===== config.mk =====
export PLATFORM = sky130hd
export DESIGN_NAME = pcs_tx_scramble_gearbox
export DESIGN_NICKNAME = d
export VERILOG_FILES = /design/src/rtl/pcs_tx_scramble_gearbox.sv
export SDC_FILE = /design/constraint.sdc
export NUM_CORES = 1
export LEC_CHECK = 0
export CORE_MARGIN = 3
export CORE_UTILIZATION = 40
export CTS_CLUSTER_DIAMETER = 80
export DETAILED_ROUTE_END_ITERATION = 12
export GPL_TIMING_DRIVEN = 0
export PLACE_DENSITY = 0.56
export SLEW_MARGIN = 5
export SYNTH_ARGS = -nofsm -noshare
export SYNTH_HDL_FRONTEND = slang
export SYNTH_SLANG_ARGS = --single-unit
export TNS_END_PERCENT = 20

===== constraint.sdc =====
create_clock -name tx_clk_i -period 2.5 [get_ports tx_clk_i]
set_input_delay 0.5 -clock tx_clk_i [delete_from_list [all_inputs] [get_ports tx_clk_i]]
set_output_delay 0.5 -clock tx_clk_i [all_outputs]
set_load 0.01 [all_outputs]

===== src/rtl/pcs_tx_scramble_gearbox.sv =====
// TX PCS stage: x^58 + x^39 + 1 payload scrambler followed by a 66:64 gearbox, one block per cycle.
// Optional: define PCS_SCRAMBLE_BYPASS_EN to add a per-block scrambler bypass input (scr_bypass_i).
`timescale 1ns/1ps
module pcs_tx_scramble_gearbox #(
  parameter logic [57:0] SCR_SEED = 58'h3FF_FFFF_FFFF_FFFF
) (
  input  logic        tx_clk_i,
  input  logic        tx_rst_n_i,
  input  logic [65:0] in_block_i,
  input  logic        in_valid_i,
`ifdef PCS_SCRAMBLE_BYPASS_EN
  input  logic        scr_bypass_i,
`endif
  output logic        in_ready_o,
  output logic [63:0] out_data_o,
  output logic        out_valid_o,
  output logic        idle_insert_o,
  output logic [5:0]  gb_seq_o
);

  localparam logic [5:0]  SEQ_LAST   = 6'd32;
  localparam logic [6:0]  RES_FULL   = 7'd64;
  localparam logic [65:0] IDLE_BLOCK = {56'h0, 8'h1E, 2'b01};

  typedef enum logic {ST_HALT, ST_RUN} state_e;

  // ---------------------------------------------------------------------------
  // Sequencer: the 33-cycle gearbox frame and the registered upstream ready
  // ---------------------------------------------------------------------------
  state_e     state_q, state_d;
  logic [5:0] seq_q, seq_d;
  logic       ready_q, ready_d;

  always_comb begin
    // NOTE: every combinational output gets a default first so no path can infer a latch.
    state_d = state_q;
    seq_d   = seq_q;
    ready_d = ready_q;
    case (state_q)
      ST_HALT: begin
        state_d = ST_RUN;
        seq_d   = '0;
        ready_d = 1'b1;
      end
      ST_RUN: begin
        seq_d   = (seq_q == SEQ_LAST) ? '0 : seq_q + 6'd1;
        ready_d = (seq_d != SEQ_LAST);
      end
      default: state_d = ST_HALT;
    endcase
  end

  always_ff @(posedge tx_clk_i or negedge tx_rst_n_i) begin
    if (!tx_rst_n_i) begin
      state_q <= ST_HALT;
      seq_q   <= '0;
      ready_q <= 1'b0;
    end else begin
      // NOTE: flops use non-blocking assignments so each one samples pre-edge values.
      state_q <= state_d;
      seq_q   <= seq_d;
      ready_q <= ready_d;
    end
  end

  // ---------------------------------------------------------------------------
  // Acceptance stage: take the upstream block, or a local idle when none offered
  // ---------------------------------------------------------------------------
  logic [65:0] a_blk_q;
  logic        a_vld_q;
  logic        a_idle_q;
`ifdef PCS_SCRAMBLE_BYPASS_EN
  logic        a_byp_q;
`endif

  always_ff @(posedge tx_clk_i or negedge tx_rst_n_i) begin
    if (!tx_rst_n_i) begin
      // NOTE: datapath registers are reset as well, so a reset discards any half-packed block.
      a_blk_q  <= '0;
      a_vld_q  <= 1'b0;
      a_idle_q <= 1'b0;
`ifdef PCS_SCRAMBLE_BYPASS_EN
      a_byp_q  <= 1'b0;
`endif
    end else begin
      a_vld_q  <= ready_q;
      a_idle_q <= ready_q & ~in_valid_i;
      if (ready_q) begin
        a_blk_q <= in_valid_i ? in_block_i : IDLE_BLOCK;
`ifdef PCS_SCRAMBLE_BYPASS_EN
        a_byp_q <= scr_bypass_i;
`endif
      end
    end
  end

  // ---------------------------------------------------------------------------
  // Scrambler: 64 serial bit-steps unrolled; history holds the last 58 line bits
  // ---------------------------------------------------------------------------
  logic [57:0] scr_q, scr_d, scr_walk;
  logic [63:0] pay_s;
  logic        scr_bit;

  always_comb begin
    scr_walk = scr_q;
    pay_s    = '0;
    scr_bit  = 1'b0;
    for (int i = 0; i < 64; i++) begin
      scr_bit = a_blk_q[i+2] ^ scr_walk[38] ^ scr_walk[57];
`ifdef PCS_SCRAMBLE_BYPASS_EN
      if (a_byp_q) scr_bit = a_blk_q[i+2];
`endif
      pay_s[i] = scr_bit;
      scr_walk = {scr_walk[56:0], scr_bit};
    end
    scr_d = a_vld_q ? scr_walk : scr_q;
  end

  logic [65:0] b_blk_q;
  logic        b_vld_q;
  logic        idle_q;

  always_ff @(posedge tx_clk_i or negedge tx_rst_n_i) begin
    if (!tx_rst_n_i) begin
      scr_q   <= SCR_SEED;
      b_blk_q <= '0;
      b_vld_q <= 1'b0;
      idle_q  <= 1'b0;
    end else begin
      scr_q   <= scr_d;
      b_vld_q <= a_vld_q;
      idle_q  <= a_idle_q;
      if (a_vld_q) b_blk_q <= {pay_s, a_blk_q[1:0]};
    end
  end

  // ---------------------------------------------------------------------------
  // Gearbox: residual grows by 2 bits per block; the bubble slot drains all 64
  // ---------------------------------------------------------------------------
  logic [63:0]  res_q, res_d;
  logic [6:0]   res_cnt_q, res_cnt_d;
  logic [127:0] gb_cat;
  logic [63:0]  word_d;
  logic         emit;

  always_comb begin
    gb_cat    = {64'h0, res_q} | ({62'h0, b_blk_q} << res_cnt_q);
    res_d     = res_q;
    res_cnt_d = res_cnt_q;
    word_d    = '0;
    emit      = 1'b0;
    if (b_vld_q) begin
      emit      = 1'b1;
      word_d    = gb_cat[63:0];
      res_d     = gb_cat[127:64];
      res_cnt_d = res_cnt_q + 7'd2;
    end else if (res_cnt_q == RES_FULL) begin
      emit      = 1'b1;
      word_d    = res_q;
      res_d     = '0;
      res_cnt_d = '0;
    end
  end

  logic [63:0] out_data_q;
  logic        out_valid_q;

  always_ff @(posedge tx_clk_i or negedge tx_rst_n_i) begin
    if (!tx_rst_n_i) begin
      res_q       <= '0;
      res_cnt_q   <= '0;
      out_data_q  <= '0;
      out_valid_q <= 1'b0;
    end else begin
      res_q     <= res_d;
      res_cnt_q <= res_cnt_d;
      if (emit) begin
        out_data_q  <= word_d;
        out_valid_q <= 1'b1;
      end
    end
  end

  assign in_ready_o    = ready_q;
  assign gb_seq_o      = seq_q;
  assign idle_insert_o = idle_q;
  assign out_data_o    = out_data_q;
  assign out_valid_o   = out_valid_q;

endmodule

==> flow_metrics.env <==
export IMPL_status="finished, violations left"
export IMPL_violations="negative setup slack"
export IMPL_grt_pass1_wl_um=130000
export IMPL_p_clk_share_pct=21.1
export IMPL_yosysTopAreaCellShare_pct=35.5
export IMPL_criticalPathCategory="register to register"
export IMPL_overflow=0
export IMPL_synthTopCellsByArea="dfrtp_1 (36%), dfstp_2 (7.8%), mux4_2 (7.0%)"
export IMPL_cts_tree="built"
export IMPL_p_int_mw=16.5
export IMPL_synth_edff_count=0
export IMPL_grt_usage_pct=35.6
export IMPL_vias=17711
export IMPL_antenna_found_initial=2
export IMPL_maxCapViolCount=0
export IMPL_synthFlopType="dfrtp_1"
export IMPL_gp_congestion=1.05
export IMPL_power_net_switching_mw=12.3
export IMPL_drt_total_wl_um=92000
export IMPL_area_delta_synth_final_pct=24.6
export IMPL_dpl_cell_area_um2=22000
export IMPL_clk_latency_ns=0.59
export IMPL_ys_types=82
export IMPL_rsz0062_at_grt="yes"
export IMPL_cp_start_kind="register"
export IMPL_dieArea_um2=51800
export IMPL_fin_crit_sh_pct=102
export IMPL_coreArea_um2=48100
export IMPL_final_cells=2937
export IMPL_yosys_warnings=0
export IMPL_max_freq_mhz=393
export IMPL_first_pass_iters=5
export IMPL_setup_viol_count_final=6
export IMPL_final_nets=2324
export IMPL_drt_first_iter_violations=1741
export IMPL_cp_end_kind="register"
export IMPL_dp_cells=2850
export IMPL_fillers=4440
export IMPL_io_pins=142
export IMPL_worstMarginPinSlew_ns=0.987
export IMPL_finalSetupTns_ns=-0.120
export IMPL_postSynth_asyncResetShare_pct=100
export IMPL_p_sw_share_pct=42.6
export IMPL_peakVddDrop_uv=580
export IMPL_io_buffers=140
export IMPL_setup_ws_ns=-0.0438
export IMPL_ys_seq_area_share_pct=43.3
export IMPL_dpl_hpwl_um=72800
export IMPL_synth_largest_area_cell="dfrtp_1"
export IMPL_hold_viol_final=0
export IMPL_p_seq_share_pct=34.8
export IMPL_power_frac_comb_pct=44.1
export IMPL_p_per_area_nw_per_um2=1170
export IMPL_cp_max_fo=10
export IMPL_clock_skew_ns=0.0239
export IMPL_clock_sinks=337
export IMPL_grt_max_degree=119
export IMPL_die_w_um=228
export IMPL_synth_seq_cells=337
export IMPL_arrival_ns=3.01
export IMPL_grt_pass1_vias=17578
export IMPL_slew_violations=0
export IMPL_die_h_um=228
export IMPL_fin_crit_ns=2.54
export IMPL_syn_mean_instance_area_um2=9.58
export IMPL_hold_class="input pin to asynchronous set/reset pin"
export IMPL_leakagePower_nw=10.2
export IMPL_root_buffer="clkbuf_16"
export IMPL_htreeDepth=2
export IMPL_cts_buffers=40
export IMPL_max_slew_margin_rel_pct=34.2
export IMPL_start_util_pct=40.8
export IMPL_netlist_instances=2051
export IMPL_ant_nets=0
export IMPL_cp_required_ns=2.96
export IMPL_r2r_setup_slack_ns=-0.04
export IMPL_wl_per_cell_um=31.3
export IMPL_via_per_inst=6.03
export IMPL_design_area_um2=24500
export IMPL_clk_pin_slew_ns=0.06
export IMPL_drc_errors=0
export IMPL_rows=80
export IMPL_drive_above_1_share_pct=19.6
export IMPL_synth_nets=2123
export IMPL_clk_path_buf_depth=3
export IMPL_netlist_area_um2=19700
## sequential cells by signal (all words and copies together), names as in the netlist
signal	count
res_cnt_q	6
in_ready_o	1
idle_insert_o	1
a_idle_q	1
out_valid_o	1
a_blk_q	66
b_vld_q	1
b_blk_q	66
out_data_o	64
scr_q	58
res_q	64
a_vld_q	1
state_q	1
gb_seq_o	6
## final timing paths
kind / startpoint / to / cells past startpoint
worst max-delay path: res_cnt_q[2] / res_q[61] / 7
worst min-delay path: tx_rst_n_i / out_data_o[60] / 2
worst max register to register: res_cnt_q[2] / res_q[61] / 7
worst min register to register: a_idle_q / idle_insert_o / 0
max in group asynchronous: tx_rst_n_i / b_vld_q / 4
min in group tx_clk_i: in_valid_i / a_blk_q[23] / 3
## kinds of logic (layout without fill, tap and decap cells)
family	after synthesis	after routing	share of synthesized area [%]
other	1	2	0.0191
AND/OR/NAND/NOR	504	504	11.3
multiplexers	208	208	15.1
buffers and inverters	346	575	7.42
flip-flops	337	337	43.3
AO/OA/AOI/OAI	515	515	16.6
adder cells (fa/ha/maj)	3	3	0.191
XOR/XNOR	137	137	6.10
## placed cells by master, fill, tap and decap left out, types with 14 or more instances in the layout
cell / count
nor2_1: 142
dfrtp_1: 277
mux4_2: 61
o21ai_0: 207
mux2i_1: 45
mux2i_4: 35
xnor2_1: 123
nand3_1: 84
a22oi_1: 19
mux2_2: 46
clkbuf_16: 41
xor2_1: 14
inv_1: 193
dfstp_2: 58
o21ai_1: 25
a31oi_1: 14
a21oi_1: 37
o221ai_1: 37
clkbuf_1: 59
buf_4: 27
buf_1: 15
nand2_1: 193
clkbuf_2: 22
clkdlybuf4s50_1: 139
buf_2: 14
o22ai_1: 54
## metal layers
layer  part of all wire, %  vias up  track usage (%)
li1                      -     7627                -
met1                    39     8813             44.2
met2                    46      969             57.9
met3                   7.0      300             5.61
met4                   8.1        2             23.4
met5                 0.011        -                0
## cell usage after synthesis (all sizes together), types with 44 or more instances
cell type	instances
dfrtp	279
o21ai	237
nand2	196
inv	194
nor2	144
xnor2	123
mux2i	93
nand3	84
clkbuf	83
buf	67
mux4	61
dfstp	58
o22ai	58
mux2	54
a21oi	44
## power by group through the flow
stage	clock, mW	sequential [mW]	combinational (mW)
6_report	6.08	10.0	12.7
5_1_grt	6.35	10.2	13.4
4_1_cts	6.14	9.92	12.4
3_5_place_dp	0	9.96	11.5
3_3_place_gp	0	9.91	11.4
2_1_floorplan	0	9.13	6.75
## stage by stage
stage | worst slack [ns] | total power [mW] | hold slack, ns | util (%)
floorplan | 0.377 | 15.9 | 0.204 | -
global placement | -13.83 | 21.3 | 0.333 | 45.4
detailed placement | -0.924 | 21.4 | 0.288 | 45.6
CTS | -0.0813 | 28.4 | 0.289 | 50.4
global route | -0.0552 | 29.9 | 0.312 | 50.9
finish | -0.0438 | 28.8 | 0.296 | 50.9
## what timing repair did
action                                 CTS  global route
buffers inserted                        11             6
pin swaps                                8             5
cloned                                   0             0
hold buffers                             1             0
gates resized for setup                201            62
endpoints found under the hold margin    9             0
setup endpoints to repair              132            85
## cell type report
class | instances | area, um^2 | area share (%)
multi-input combinational | 1368 | 10500 | 42.8
sequential | 337 | 8510 | 34.7
timing repair buffer | 161 | 1650 | 6.74
clock buffer | 56 | 1160 | 4.74
buffer | 148 | 923 | 3.77
tap | 656 | 821 | 3.35
inverter | 196 | 748 | 3.05
clock inverter | 14 | 204 | 0.832
antenna | 1 | 2.50 | 0.0102
## critical path, stage by stage, from the launching register on
cell	delay, ns
dfrtp_1	0.41
buf_6	0.19
buf_12	0.16
mux4_2	0.59
mux2i_4	0.35
a22oi_1	0.15
o211a_1	0.22
a221o_1	0.34
No activity file was read; power rests on OpenSTA's default activity.
==> edit 1: new RTL, same flow settings <==
`res_q` no longer has a reset.
--- a/src/rtl/pcs_tx_scramble_gearbox.sv
+++ b/src/rtl/pcs_tx_scramble_gearbox.sv
@@ -169,3 +169,2 @@
     if (!tx_rst_n_i) begin
-      res_q       <= '0;
       res_cnt_q   <= '0;
@@ -174,3 +173,2 @@
     end else begin
-      res_q     <= res_d;
       res_cnt_q <= res_cnt_d;
@@ -181,2 +179,6 @@
     end
+  end
+
+  always_ff @(posedge tx_clk_i) begin
+    res_q <= res_d;
   end
Function: no difference found for any inputs over 4 cycles, from zero or initial values and one cycle with tx_rst_n_i low; that may be too few to reach the edited logic, so the function may still have changed.
==> edit 1 against the original RTL <==
- the run still ends with negative setup slack left
- sequential cell count unchanged
- final area down 0.21%
- synthesized area down 0.52%
- worst hold slack better by 0.046 ns
- wire length down 8.7%
- power down 0.67%
- critical path depth unchanged
- cell count down 4.3%
- synthesized cell count down 5.1%
- non-clock buffer count up 5
- setup slack worse by 0.036 ns
==> edit 1: results (changes against the original RTL) <==
synthesis:
  synth_seq_area_share: 0.451  # was 0.433
  synth_edf_count: 64  # was 0
  yosys.cell_types.count: 67  # was 82
  synth_compound_area_frac: 0.153  # was 0.166
  synth_xor_area_frac: 0.0609  # was 0.0610
  synth_common_cells: "215 x dfrtp_1, 210 x o21ai_0, 195 x inv_1, 150 x nor2_1, 146 x nand2_1"  # was 279 x dfrtp_1, 223 x o21ai_0, 196 x nand2_1, 194 x inv_1, 144 x nor2_1
  synth_mux_area_frac: 0.160  # was 0.151
  netlist_top_cells_area: "dfrtp_1 28%, edfxtp_1 9.8%, dfstp_2 7.8%"  # was dfrtp_1 36%, dfstp_2 7.8%, mux4_2 7.0%
  async_flop_share: 0.810  # was 1.00
  synthAdderAreaFrac: 0.00192  # was 0.00191
  syn_nets: 2019  # was 2123
  syn_area_per_cell_um2: 10.0  # was 9.58 µm²
min_path:
  min_path_cells: 3
  hold_path_class: "in2reg"  # was in2async
  min_to: "a_blk_q[25]"
final_layout:
  diodes: 0  # was 1
  nNetsFinal: 2239  # was 2324
  drive_above_1_share: 0.215  # was 0.196
  nFillCells: 4446  # was 4440
power:
  p_int_mw: 16.7  # was 16.5 mW
  pg_clk_mw: 5.71  # was 6.08 mW
  p_leak_nw: 10.1  # was 10.2 nW
  ir_worst_vdd_mv: 0.603  # was 0.580 mV
placement:
  routabilityCongestion: 1.03  # was 1.05
  place_ws_ns: -1.00  # was -0.924 ns
  hpwlAfterDp_um: 66200  # was 72800 µm
  numPlacedInstances: 2705  # was 2850
clocking:
  ctsResizeCount: 214  # was 201
  cts_setup_buffers: 28  # was 11
critical_path:
  crit_family: "multiplexers"  # unchanged
  reg2reg_from: "res_cnt_q[4]"  # was res_cnt_q[2]
  cpMaxStageDelayCell: "dfrtp_2"  # was mux4_2
  reg2reg_to: "res_q[3]"  # was res_q[61]
  critPathMaxStageDelay_ns: 0.52  # was 0.59 ns
  arrival_ns: 2.88  # was 3.01 ns
timing:
  maxSlewHeadroom: 0.349  # was 0.342
  timing.setup.tns_ns: -0.930  # was -0.120 ns
  fin_ws_ns: -0.0794  # was -0.0438 ns
  setup_violations: 31  # was 6
  clock_skew_ns: 0.0278  # was 0.0239 ns
route:
  drtPass1Iterations: 5  # unchanged
  via_per_inst: 5.98  # was 6.03
  vias: 16828  # was 17711
  wl_per_cell_um: 29.9  # was 31.3 µm
  drt_iter0_markers: 1623  # was 1741
global_routing:
  grt_pass1_wl_um: 121000  # was 130000 µm
  grt_util_all_layers: 0.327  # was 0.356
  antenna_found_initial: 0  # was 2
run_status:
  status: "finished with violations"  # unchanged
  violations: "negative setup slack"  # unchanged
==> edit 1: metrics by stage <==
stage	hold slack (ns)	cell area, µm²	util	power, mW
5_1_grt	0.358	24400	0.509	29.8
2_1_floorplan	0.204	19600	-	16.0
3_3_place_gp	0.333	21700	0.452	21.4
6_report	0.342	24400	0.509	28.6
4_1_cts	0.323	24200	0.503	28.2
3_5_place_dp	0.346	21800	0.454	21.5
==> edit 1: tightest hold or removal path: stages <==
cell and delay [ns]:
buf_1 0.19, nand3_1 0.11, o21ai_0 0.07
==> edit 1: worst max-delay path by stage <==
stage | end | slack (ns) | cells after the start
final | res_q[3] | -0.08 | 7
after global routing | res_q[43] | -0.1 | 8
after CTS | res_q[27] | -0.08 | 7
after detailed placement | res_q[25] | -1.00 | 8
after global placement | gb_seq_o[5] | -10.99 | 1
after floorplan | res_q[0] | 0.08 | 8
==> edit 1: cell type report <==
| class | instances | area [µm²] | share of cell area |
|---|---|---|---|
| repair buffers | 180 | 1840 | 0.0752 |
| flip-flops and latches | 337 | 8830 | 0.361 |
| plain buffers | 134 | 952 | 0.0389 |
| multi-input cells | 1278 | 10000 | 0.411 |
| inverters | 196 | 739 | 0.0302 |
| clock buffers | 59 | 1120 | 0.0459 |
| well taps | 615 | 769 | 0.0315 |
| clock inverters | 13 | 150 | 0.00614 |
==> edit 1: cells by family after synthesis <==
group	after synthesis
other	1
XOR/XNOR	136
multiplexers	216
AND/OR/NAND/NOR	453
adder cells (fa/ha/maj)	3
AO/OA/AOI/OAI	469
flip-flops	337
buffers and inverters	332
==> edit 1: layer usage <==
layer,up-vias,track usage,share of wire
met1,8379,0.414,0.40
met5,-,0,0
li1,7367,-,-
met3,238,0.0455,0.064
met4,0,0.184,0.065
met2,844,0.542,0.47
==> edit 2: new RTL, same flow settings <==
Without the edit above. The option `PCS_SCRAMBLE_BYPASS_EN` is turned on by a define.
--- a/src/rtl/pcs_tx_scramble_gearbox.sv
+++ b/src/rtl/pcs_tx_scramble_gearbox.sv
@@ -3,2 +3,4 @@
 `timescale 1ns/1ps
+`define PCS_SCRAMBLE_BYPASS_EN
+
 module pcs_tx_scramble_gearbox #(
Ports: changed (added scr_bypass_i); port bits go from 142 to 143. No check against the original RTL was run, so the function may have changed too.
==> edit 2 against the original RTL <==
- maximum frequency fell by 2.1%
- sequential cell count up 1
- synthesized area is 3.3% higher
- the flow still finishes with violations (negative setup slack)
- utilization is 0.49 points lower
- combinational power decreased by 21%
- wire length grew 5.7%
- setup slack lost 0.053 ns
- worst hold slack improved by 0.022 ns
- power is 10% lower
- largest cell class unchanged
- final area up 1.9%
==> edit 2: results (changes against the original RTL) <==
placement:
  numPlacedInstances: 2871  # was 2850
  routabilityCongestion: 1.03  # was 1.05
  numPortBuffers: 141  # was 140
  place_ws_ns: -1.03  # was -0.924 ns
  hpwlAfterDp_um: 75600  # was 72800 µm
  placed_cell_area_mm2: 0.0226  # was 0.0220 mm²
synthesis:
  synth_seq_area_share: 0.420  # was 0.433
  async_flop_share: 1.00  # unchanged
  yosysTopAreaCell: "dfrtp_1"  # unchanged
  synth_common_cells: "280 x dfrtp_1, 240 x nor2_1, 149 x nand2_1, 118 x o21ai_0, 108 x nand3_1"  # was 279 x dfrtp_1, 223 x o21ai_0, 196 x nand2_1, 194 x inv_1, 144 x nor2_1
  yosys.cell_types.count: 75  # was 82
  yosys_warnings: 0  # unchanged
  netlist_top_cells_area: "dfrtp_1 35%, dfstp_2 7.5%, mux4_2 5.7%"  # was dfrtp_1 36%, dfstp_2 7.8%, mux4_2 7.0%
  syn_area_per_cell_um2: 9.84  # was 9.58 µm²
route:
  top_layer_used: "met4"  # was met5
  wl_met2_um: 45600  # was 42600 µm
  drt_iter0_markers: 2267  # was 1741
  vias: 18576  # was 17711
  wl_per_cell_um: 32.8  # was 31.3 µm
  wl_um: 97300  # was 92000 µm
  dr_wl_met3_um: 6550  # was 6470 µm
  drtPass1Iterations: 5  # unchanged
  wl_met1_um: 37400  # was 35500 µm
timing:
  setup_violations: 30  # was 6
  worstMarginPinSlew_ns: 0.928  # was 0.987 ns
  clock_skew_ns: 0.0181  # was 0.0239 ns
  whs_ns: 0.318  # was 0.296 ns
  fin_ws_ns: -0.0972  # was -0.0438 ns
  timing.setup.tns_ns: -0.817  # was -0.120 ns
final_layout:
  diodes: 0  # was 1
  drive_above_1_share: 0.195  # was 0.196
  nNetsFinal: 2341  # was 2324
  top_regs: "a_blk_q x66, b_blk_q x66"  # unchanged
clocking:
  htree_num_levels: 2  # unchanged
  numCtsBuffers: 40  # unchanged
global_routing:
  met2_usage: 0.595  # was 0.579
  grt_util_all_layers: 0.361  # was 0.356
  grt_pass1_wl_um: 138000  # was 130000 µm
  grt_pass1_vias: 18478  # was 17578
  grtUsageMet3: 0.0591  # was 0.0561
  grt_max_degree: 110  # was 119
  met1_usage: 0.442  # about the same
power:
  p_leak_nw: 10.3  # was 10.2 nW
  ir_worst_vdd_mv: 0.568  # was 0.580 mV
run_status:
  status: "finished with violations"  # unchanged
  violations: "negative setup slack"  # unchanged
min_path:
  hold_path_class: "in2reg"  # was in2async
  min_path_cells: 3
critical_path:
  r2r_slack_ns: -0.1  # was -0.04 ns
  reg2reg_to: "res_q[1]"  # was res_q[61]
  arrival_ns: 3.06  # was 3.01 ns
  critPathMaxStageDelay_ns: 0.64  # was 0.59 ns
  crit_family: "multiplexers"  # unchanged
  cpMaxStageDelayCell: "mux4_1"  # was mux4_2
  startpoint: "res_cnt_q[1]"  # was res_cnt_q[2]
  reg2regPathDepth: 9  # was 7
  critPathMaxFanout: 6  # was 10
-- edit 2: worst min-delay path, cell delays in order --
cell     delay, ns
buf_1         0.18
nand3_1       0.11
o21ai_0       0.07
-- edit 2: logic make-up after synthesis --
kind of cell,after synthesis,share of synthesized area
fa+ha+maj,3,0.00185
other cells,1,0.000185
xor+xnor,119,0.0602
mux,207,0.149
compound gates,529,0.178
flops,338,0.420
simple gates,624,0.138
buf+inv,242,0.0521
-- edit 2: cell type report --
type | instances | area [µm²]
fillers | 4653 | 24600
multi-input cells | 1483 | 11200
flip-flops and latches | 338 | 8530
repair buffers | 164 | 1760
clock buffers | 60 | 1200
plain buffers | 164 | 972
well taps | 664 | 831
inverters | 77 | 289
clock inverters | 13 | 161
-- edit 2: how the worst max path moves through the flow --
| stage | to | slack, ns | depth (start not counted) |
|---|---|---|---|
| 6_report | res_q[1] | -0.1 | 9 |
| 2_1_floorplan | res_q[53] | 0.36 | 9 |
| 4_1_cts | res_q[57] | -0.11 | 7 |
| 3_3_place_gp | a_blk_q[63] | -13.97 | 1 |
| 3_5_place_dp | out_data_o[52] | -1.03 | 7 |
| 5_1_grt | res_q[57] | -0.13 | 7 |
-- edit 2: power breakdown --
| part | internal, mW | total (mW) | switching (mW) |
|---|---|---|---|
| clock network | 3.55 | 6.07 | 2.52 |
| logic | 4.52 | 10.0 | 5.51 |
| registers | 7.33 | 9.78 | 2.44 |
| total | 15.4 | 25.9 | 10.5 |
-- edit 2: timing repair --
action | 4_1_cts | 5_1_grt
gates resized for setup | 173 | 86
gates cloned | 1 | 2
endpoints found under the hold margin | 42 | 0
setup endpoints to repair | 136 | 143
buffers inserted | 9 | 7
pin swaps | 6 | 9
hold buffers | 1 | 0
